`config.mk`:
```
export PLATFORM = sky130hd
export DESIGN_NAME = iopage_ctl
export DESIGN_NICKNAME = d
export VERILOG_FILES = /design/src/rtl/iopage_ctl_pkg.sv /design/src/rtl/iopage_int_arb.sv /design/src/rtl/iopage_ctl.sv
export SDC_FILE = /design/constraint.sdc
export NUM_CORES = 1
export LEC_CHECK = 0
export CAP_MARGIN = 20
export CORE_ASPECT_RATIO = 1.5
export CORE_MARGIN = 1.5
export CORE_UTILIZATION = 36
export DETAILED_ROUTE_END_ITERATION = 8
export PLACE_DENSITY = 0.75
export SLEW_MARGIN = 5
export SYNTH_ARGS = -nofsm -noshare
export SYNTH_HDL_FRONTEND = slang
export SYNTH_HIERARCHICAL = 1
export SYNTH_SLANG_ARGS = --single-unit
```
`constraint.sdc`:
```
create_clock -name clk -period 2.2 [get_ports clk]
set_input_delay 0.44 -clock clk [delete_from_list [all_inputs] [get_ports clk]]
set_output_delay 0.44 -clock clk [all_outputs]
set_load 0.02 [all_outputs]
```
`src/rtl/iopage_ctl_pkg.sv`:
```
// Shared widths, FSM encodings and read-data steering for the I/O-page initiator.
package iopage_ctl_pkg;

  localparam int unsigned ADDR_W = 13;
  localparam int unsigned DATA_W = 16;
  localparam int unsigned BYTE_W = 8;
  localparam int unsigned VEC_W  = 8;
  localparam int unsigned CNT_W  = 8;

  typedef enum logic [1:0] {
    BUS_IDLE,
    BUS_STROBE,
    BUS_DONE,
    BUS_NXM
  } bus_state_t;

  typedef enum logic [1:0] {
    INT_IDLE,
    INT_PEND,
    INT_ACK
  } int_state_t;

  // Byte reads return the addressed byte right-justified; word reads pass through.
  function automatic logic [DATA_W-1:0] steer_rd(input logic [DATA_W-1:0] word,
                                                 input logic byte_op,
                                                 input logic hi);
    if (!byte_op) return word;
    return hi ? {BYTE_W'(0), word[DATA_W-1:BYTE_W]} : {BYTE_W'(0), word[BYTE_W-1:0]};
  endfunction

endpackage

```
`src/rtl/iopage_int_arb.sv`:
```
// Fixed-priority interrupt arbiter: latches one winner and its vector until ack or withdrawal.
module iopage_int_arb
  import iopage_ctl_pkg::*;
#(
  parameter int unsigned NDEV = 4
) (
  input  logic                    clk,
  input  logic                    reset,
  input  logic [NDEV-1:0]         dev_interrupt,
  input  logic [VEC_W*NDEV-1:0]   dev_vector,
  input  logic                    cpu_int_ack,
  output logic [NDEV-1:0]         dev_interrupt_ack,
  output logic                    cpu_int_req,
  output logic [VEC_W-1:0]        cpu_int_vector
);

  localparam int unsigned IDX_W = (NDEV > 1) ? $clog2(NDEV) : 1;

  int_state_t          state;
  logic [IDX_W-1:0]    winner;
  logic [IDX_W-1:0]    win_idx;
  logic [VEC_W-1:0]    win_vec;
  logic                found;

  // Lowest set index wins.
  always_comb begin
    win_idx = '0;
    win_vec = '0;
    found   = 1'b0;
    for (int i = 0; i < int'(NDEV); i++) begin
      if (dev_interrupt[i] && !found) begin
        win_idx = IDX_W'(i);
        win_vec = dev_vector[VEC_W*i +: VEC_W];
        found   = 1'b1;
      end
    end
  end

  always_ff @(posedge clk) begin
    if (reset) begin
      state             <= INT_IDLE;
      winner            <= '0;
      dev_interrupt_ack <= '0;
      cpu_int_req       <= 1'b0;
      cpu_int_vector    <= '0;
    end else begin
      case (state)
        INT_IDLE: begin
          dev_interrupt_ack <= '0;
          if (found) begin
            winner         <= win_idx;
            cpu_int_vector <= win_vec;
            cpu_int_req    <= 1'b1;
            state          <= INT_PEND;
          end
        end
        INT_PEND: begin
          // Ack takes precedence over a same-clock withdrawal.
          if (cpu_int_ack) begin
            cpu_int_req       <= 1'b0;
            dev_interrupt_ack <= NDEV'(1) << winner;
            state             <= INT_ACK;
          end else if (!dev_interrupt[winner]) begin
            cpu_int_req <= 1'b0;
            state       <= INT_IDLE;
          end
        end
        INT_ACK: begin
          dev_interrupt_ack <= '0;
          state             <= INT_IDLE;
        end
        default: begin
          dev_interrupt_ack <= '0;
          cpu_int_req       <= 1'b0;
          state             <= INT_IDLE;
        end
      endcase
    end
  end

endmodule

```
`src/rtl/iopage_ctl.sv`:
```
// CPU-side I/O-page bus initiator with NXM timeout, plus the interrupt arbiter.
module iopage_ctl
  import iopage_ctl_pkg::*;
#(
  parameter int unsigned NDEV       = 4,
  parameter int unsigned NXM_CYCLES = 8
) (
  input  logic                    clk,
  input  logic                    reset,
  input  logic [ADDR_W-1:0]       cpu_addr,
  input  logic [DATA_W-1:0]       cpu_data_in,
  input  logic                    cpu_rd,
  input  logic                    cpu_wr,
  input  logic                    cpu_byte_op,
  output logic [DATA_W-1:0]       cpu_data_out,
  output logic                    cpu_done,
  output logic                    cpu_nxm,
  output logic                    cpu_busy,
  output logic [ADDR_W-1:0]       iopage_addr,
  output logic [DATA_W-1:0]       data_out,
  output logic                    iopage_rd,
  output logic                    iopage_wr,
  output logic                    iopage_byte_op,
  input  logic [NDEV-1:0]         dev_decode,
  input  logic [DATA_W*NDEV-1:0]  dev_data_in,
  input  logic [NDEV-1:0]         dev_interrupt,
  input  logic [VEC_W*NDEV-1:0]   dev_vector,
  output logic [NDEV-1:0]         dev_interrupt_ack,
  output logic                    cpu_int_req,
  output logic [VEC_W-1:0]        cpu_int_vector,
  input  logic                    cpu_int_ack
);

  bus_state_t          state;
  logic                is_wr;
  logic [CNT_W-1:0]    wait_cnt;
  logic [DATA_W-1:0]   sel_data;
  logic                claimed;

  // Read data comes from the lowest-index device that claims the address.
  always_comb begin
    sel_data = '0;
    claimed  = 1'b0;
    for (int i = 0; i < int'(NDEV); i++) begin
      if (dev_decode[i] && !claimed) begin
        sel_data = dev_data_in[DATA_W*i +: DATA_W];
        claimed  = 1'b1;
      end
    end
  end

  always_ff @(posedge clk) begin
    if (reset) begin
      state          <= BUS_IDLE;
      is_wr          <= 1'b0;
      wait_cnt       <= '0;
      cpu_data_out   <= '0;
      cpu_done       <= 1'b0;
      cpu_nxm        <= 1'b0;
      cpu_busy       <= 1'b0;
      iopage_addr    <= '0;
      data_out       <= '0;
      iopage_rd      <= 1'b0;
      iopage_wr      <= 1'b0;
      iopage_byte_op <= 1'b0;
    end else begin
      case (state)
        BUS_IDLE: begin
          cpu_done     <= 1'b0;
          cpu_nxm      <= 1'b0;
          cpu_data_out <= '0;
          // A simultaneous read and write request performs the write.
          if (cpu_rd || cpu_wr) begin
            iopage_addr    <= cpu_addr;
            data_out       <= cpu_data_in;
            iopage_byte_op <= cpu_byte_op;
            is_wr          <= cpu_wr;
            iopage_wr      <= cpu_wr;
            iopage_rd      <= !cpu_wr;
            wait_cnt       <= '0;
            cpu_busy       <= 1'b1;
            state          <= BUS_STROBE;
          end
        end
        BUS_STROBE: begin
          if (claimed) begin
            iopage_rd    <= 1'b0;
            iopage_wr    <= 1'b0;
            cpu_done     <= 1'b1;
            cpu_data_out <= is_wr ? '0 : steer_rd(sel_data, iopage_byte_op, iopage_addr[0]);
            state        <= BUS_DONE;
          end else if (wait_cnt == CNT_W'(NXM_CYCLES - 1)) begin
            iopage_rd    <= 1'b0;
            iopage_wr    <= 1'b0;
            cpu_nxm      <= 1'b1;
            cpu_data_out <= '0;
            state        <= BUS_NXM;
          end else begin
            wait_cnt <= wait_cnt + CNT_W'(1);
          end
        end
        BUS_DONE, BUS_NXM: begin
          cpu_done     <= 1'b0;
          cpu_nxm      <= 1'b0;
          cpu_data_out <= '0;
          cpu_busy     <= 1'b0;
          state        <= BUS_IDLE;
        end
        default: begin
          iopage_rd <= 1'b0;
          iopage_wr <= 1'b0;
          cpu_busy  <= 1'b0;
          state     <= BUS_IDLE;
        end
      endcase
    end
  end

  iopage_int_arb #(
    .NDEV (NDEV)
  ) u_int_arb (
    .clk               (clk),
    .reset             (reset),
    .dev_interrupt     (dev_interrupt),
    .dev_vector        (dev_vector),
    .cpu_int_ack       (cpu_int_ack),
    .dev_interrupt_ack (dev_interrupt_ack),
    .cpu_int_req       (cpu_int_req),
    .cpu_int_vector    (cpu_int_vector)
  );

endmodule

```
# --- After elaboration in Yosys (flattened, before gate mapping) ---
# Index checks and enable logic that the tools add are counted.
# Widths: inputs -> output; s select.
op_classes:
  n_addsub: 1
  order_cmp: 1
  n_eq_ne: 14
  shift: 1
  mux: 61
  bitwise_logic: 2
  reduce_logical: 30
ops:
  columns: ["operator", "n"]
  rows:
  - ["$mux 16", 9]
  - ["$mux 8", 8]
  - ["$pmux 16 s2", 1]
  - ["$mux 1", 25]
  - ["$mux 2", 8]
  - ["$pmux 8 s2", 1]
  - ["$reduce_and 2->1", 6]
  - ["$ne 2x2->1 const B", 5]
  - ["$pmux 1 s2", 5]
  - ["$add 8x1->8 const B", 1]
  - ["$eq 8x3->1 const B", 1]
  - ["$logic_not 1->1", 7]
  - ["$eq 2x2->1 const B", 3]
  - ["$logic_and 1x1->1", 6]
  - ["$ne 3x3->1 const B", 2]
  - ["$pmux 2 s3", 1]
  - ["$reduce_and 3->1", 2]
  - ["$eq 2x1->1 const B", 2]
  - ["$logic_not 2->1", 2]
  - ["$pmux 2 s2", 1]
  - ["$reduce_and 4->1", 1]
  - ["$reduce_bool 2->1", 2]
  - ["$reduce_or 2->1", 2]
  - ["$shl 1x2->4 const A", 1]
  - ["7 further kinds", 8]
totals:
  register_bits: 79
  inputBits: 139
  output_inout_bits: 64
  elab_cells: 127

# --- Longest topological paths before layout ---
depth:
  word_depth: 17
  depth_mapped: 8
  ltp_nobuf: 5

# --- Hierarchy ---
# Netlist, hierarchy kept.
modules_own_cells:
  columns: ["mod", "n_inst", "cells_per_inst", "area_each_um2", "seq_area_each_um2"]
  rows:
  - ["iopage_ctl", 1, 358, 2977.9, 1241.2]
  - ["iopage_int_arb", 1, 117, 993.5, 340.3]

# --- Worst setup path after synthesis ---
# OpenSTA, ideal clock, no wires.
synth_path:
  path_kind: "input-to-reg"
  start: "input dev_decode[0]"
  end: "register wait_cnt[3]"
  setup_ns: 0.070
  t_arrival_ns: 2.155
  required_time_ns: 2.130
  setup_slack_ns: -0.025
  path_stages: 6
  path_buffers: 2
  path_cell_list: "buf_6 or4_4 a211o_1 buf_6 or4_1 a21boi_1"
synth_via:
  elab_chain_cells: 12
synth_lines:
  columns: ["element", "line_no", "source"]
  rows:
  - ["start, declared", "iopage_ctl.sv:24", "input logic [NDEV-1:0] dev_decode,"]
  - ["$mux 1 *", "iopage_ctl.sv:45", "if (dev_decode[i] && !claimed) begin"]
  - ["$logic_not 1->1", "iopage_ctl.sv:45", null]
  - ["$logic_and 1x1->1", "iopage_ctl.sv:45", null]
  - ["$mux 1 *", "iopage_ctl.sv:45", null]
  - ["$logic_not 1->1", "iopage_ctl.sv:45", null]
  - ["$logic_and 1x1->1", "iopage_ctl.sv:45", null]
  - ["$mux 1 *", "iopage_ctl.sv:45", null]
  - ["$logic_not 1->1", "iopage_ctl.sv:45", null]
  - ["$logic_and 1x1->1", "iopage_ctl.sv:45", null]
  - ["$mux 1 *", "iopage_ctl.sv:45", null]
  - ["$ne 2x2->1 (no line) *", null, null]
  - ["$reduce_and 4->1 (no line) *", null, null]
  - ["end signal, assigned", "iopage_ctl.sv:99", "wait_cnt <= wait_cnt + CNT_W'(1);"]
  - ["end, declared", "iopage_ctl.sv:36", "logic [CNT_W-1:0] wait_cnt;"]
# Mark *: on every way between the ends. The rest lies on a longest branch, timed or not.
# A chain may end at the register's enable or synchronous reset.

# --- Worst setup path after layout ---
layout_path:
  start: "input dev_decode[1]"
  end: "register wait_cnt[4]"
layout_via:
  elab_chain_cells: 10
layout_lines:
  columns: ["element", "line_no"]
  rows:
  - ["$logic_and 1x1->1 *", "iopage_ctl.sv:45"]
  - ["$mux 1 *", "iopage_ctl.sv:45"]
  - ["$logic_not 1->1", "iopage_ctl.sv:45"]
  - ["$logic_and 1x1->1", "iopage_ctl.sv:45"]
  - ["$mux 1 *", "iopage_ctl.sv:45"]
  - ["$logic_not 1->1", "iopage_ctl.sv:45"]
  - ["$logic_and 1x1->1", "iopage_ctl.sv:45"]
  - ["$mux 1 *", "iopage_ctl.sv:45"]
  - ["$ne 2x2->1 (no line) *", null]
  - ["$reduce_and 4->1 (no line) *", null]
# Marked as above.

==> impl_metrics.toml <==
[sta]
fmax_mhz = 460
slew_violations = 0
hold_viol_final = 0
hold_slack_ps = 455
grt_setup_unrepaired = "true"
skew_ps = 8.35
tightest_slew_ps = 890
finalCriticalPeriod_ps = 2170
finalSetupViolCount = 0
relSlewSlack_pct = 40.2
timing.final.crit_share_pct = 98.8

[cells_and_area]
final_area_um2 = 6580
n_antenna_cell = 0
drive_gt1_share_pct = 9.66
post-route-util_pct = 61.8
nets = 819
area_growth_pct = 65.6

[worst_setup_path]
cp_data_arrival_time_ps = 2440
startpoint = "dev_decode[1]"
slowest_delay_ps = 540
path_cells = "clkdlybuf4s50_1 -> or4_4 -> a211o_4 -> or4_4 -> a21boi_2"
r2r-start = "wait_cnt[3]$_SDFFE_PP0P_"
path_class = "input pin to register"
worstPathBufferInverterCount = 1
critPathMaxFanout = 5
endpoint_kind = "register"
required_ps = 2470
slowest_stage = "or4_4"
cpLargestDelayFamily = "simple AND/OR/NAND/NOR gates"
start_kind = "input pin"
crit_top_cell = "or4_4"

[detailed_routing]
drt-vias-per-instance = 5.40
drtPass1Iterations = 4
wl_per_cell_um = 17.2
via_count = 4465
antenna_left = 0
drt_iter0_drc = 143
drc = 0
drt-total-wl_um = 14200

[synthesis]
synth_cells = 475
synth_common_cells = "88 x nand2_1, 79 x dfxtp_1, 72 x a21oi_1, 27 x clkbuf_1, 19 x nor2b_1"
synth_cell_type_count = 55
synth_nets = 615
yosysSeqAreaShare_pct = 39.8
syn_avg_cell_area_um2 = 8.36
syn_area_um2 = 3970
synth_most_common_cell = "nand2_1"
synth_edf_count = 0
netlist_top_cells_area = "dfxtp_1 40%, a21oi_1 9.1%, nand2_1 8.3%, a22o_1 3.3%, nand3b_1 3.2%"
synth_top_area_share_pct = 39.8
ys_seq_elements = 79
ys_warn_count = 6
synth_area_leader_cell = "dfxtp_1"
synthFlopType = "dfxtp_1"
synth-async-reset-ratio_pct = 0

[die]
core_area_um2 = 10600
pin_count = 203
fp.dieH_um = 132
rows = 46
dieArea_um2 = 11700
dieWidth_um = 88.8
initial_utilization_pct = 37.3

[clock_network]
clock-sinks = 79
cts_made_buffers = 9
cts_resized = 0
clk_pin_slew_ps = 60
clk_path_buf_depth = 2
post-cts-setup-buffers = 0
root_buffer = "clkbuf_16"
clk_latency_ps = 330
cts-hold-fix-buffers = 0
cts_max_level = 3
cts_tree = "done"

[place]
portBuffers = 202
placed_cell_area_um2 = 6240
finalWeightedCongestion = 0.857
hpwl_um = 10800

[hold_path]
hp-class = "register to register"
hold_start = "cpu_data_out[9]$_SDFFE_PP0P_"

[power_and_ir_drop]
power_density_nw_per_um2 = 647
combPwrFrac_pct = 25.7
internal-power_uw = 3100
p_switching_uw = 1160
ir_worst_vdd_v = 0.000364
seq_power_share_pct = 37.6
power.clock.fraction_pct = 36.7
p_leak_uw = 0.00243
swShare_pct = 27.2

[outcome]
status = "finished clean"

[grt]
grt_remaining_overflow = 0
grt_pass1_wl_um = 21400
grt_use_total_pct = 23.6
grt_max_degree = 59
first_global_vias = 4360
grt_antenna_before_repair = 0

[run]
max_cap_violations = 0
==> worst register-to-register path: cells and delay by family, from the launching register on <==
| kind | cells | cell delay, ps |
|---|---|---|
| AND/OR/NAND/NOR | 3 | 1200 |
| flip-flops | 1 | 340 |
| AO/OA/AOI/OAI | 1 | 200 |
| buffers and inverters | 1 | 150 |
==> per-layer routing <==
layer | track usage (%) | routed length, um
met5 | 0 | 0
met4 | 9.20 | 386
met3 | 7.29 | 1330
met2 | 43.3 | 7330
met1 | 23.9 | 5150
==> placed cells by master, fill, tap and decap left out, drive strengths merged, types with 2 or more instances in the layout <==
cell | netlist | final
a311oi | 8 | 8
a32o | 7 | 7
a21boi | 4 | 4
nand3 | 3 | 3
nand2b | 7 | 7
clkdlybuf4s50 | 0 | 200
o31ai | 4 | 4
and2 | 4 | 4
a21oi | 72 | 72
clkbuf | 27 | 9
a211o | 8 | 8
clkinv | 0 | 3
nor4b | 2 | 2
nor3b | 3 | 3
o211ai | 7 | 7
a2111oi | 2 | 2
nand3b | 17 | 17
nor4 | 2 | 2
or4 | 7 | 7
a221oi | 8 | 8
nand4 | 5 | 5
a22o | 15 | 15
a31oi | 2 | 2
and3 | 2 | 2
dfxtp | 79 | 79
or4b | 2 | 2
nand2 | 88 | 88
inv | 10 | 10
buf | 10 | 29
o21a | 5 | 5
nor3 | 9 | 9
nor2 | 8 | 8
bufinv | 0 | 2
a211oi | 4 | 4
o21ai | 4 | 4
a21o | 7 | 7
nor2b | 19 | 19
==> flip-flops by register name (all words and copies together), names as in the netlist, 4 cells and up <==
register,count
cpu_data_out,16
data_out,16
iopage_addr,13
u_int_arb/cpu_int_vector,8
u_int_arb/dev_interrupt_ack,4
wait_cnt,8
==> metrics by stage <==
stage / cells / total power, uW / setup slack [ps] / TNS (ps)
global placement: 812 / 2690 / -258 / -3440
finish: 827 / 4250 / 26.5 / 0
floorplan: 475 / 2130 / 9.40 / 0
detailed placement: 812 / 2710 / -302 / -4520
CTS: 827 / 4290 / 46.1 / 0
global route: 827 / 4440 / -6.74 / -8.42
==> cell families (layout without fill, tap and decap cells) <==
logic type	count (synthesis)	in the layout	share of synthesized area [%]
flip-flops	79	79	39.8
AND/OR/NAND/NOR	181	181	24.0
AO/OA/AOI/OAI	165	165	29.6
buffers and inverters	47	255	5.36
adder cells (fa/ha/maj)	1	1	0.315
multiplexers	2	2	0.819
==> area by class of cell <==
type / instances / area, um2
fillers: 907 / 4070
repair buffers: 230 / 2270
multi-input cells: 349 / 2200
flip-flops and latches: 79 / 1580
clock buffers: 9 / 225
well taps: 144 / 180
clock inverters: 6 / 86.3
inverters: 10 / 37.5
==> worst paths after layout <==
| path | to | slack [ps] | cells past startpoint |
|---|---|---|---|
| min | cpu_data_out[9]$_SDFFE_PP0P_ | 450 | 1 |
| max | wait_cnt[4]$_SDFFE_PP0P_ | 30 | 5 |
| min reg2reg | cpu_data_out[9]$_SDFFE_PP0P_ | 450 | 1 |
| max reg2reg | cpu_data_out[0]$_SDFFE_PP0P_ | 200 | 5 |
==> power groups by stage <==
| stage | Clock (uW) | Sequential [uW] | Combinational [uW] |
|---|---|---|---|
| after global placement | 0 | 1620 | 1070 |
| final | 1560 | 1600 | 1090 |
| after floorplan | 0 | 1730 | 397 |
| after detailed placement | 0 | 1630 | 1080 |
| after CTS | 1600 | 1600 | 1090 |
| after global routing | 1660 | 1610 | 1160 |
Note: power is estimated with default switching activity, not from simulation.
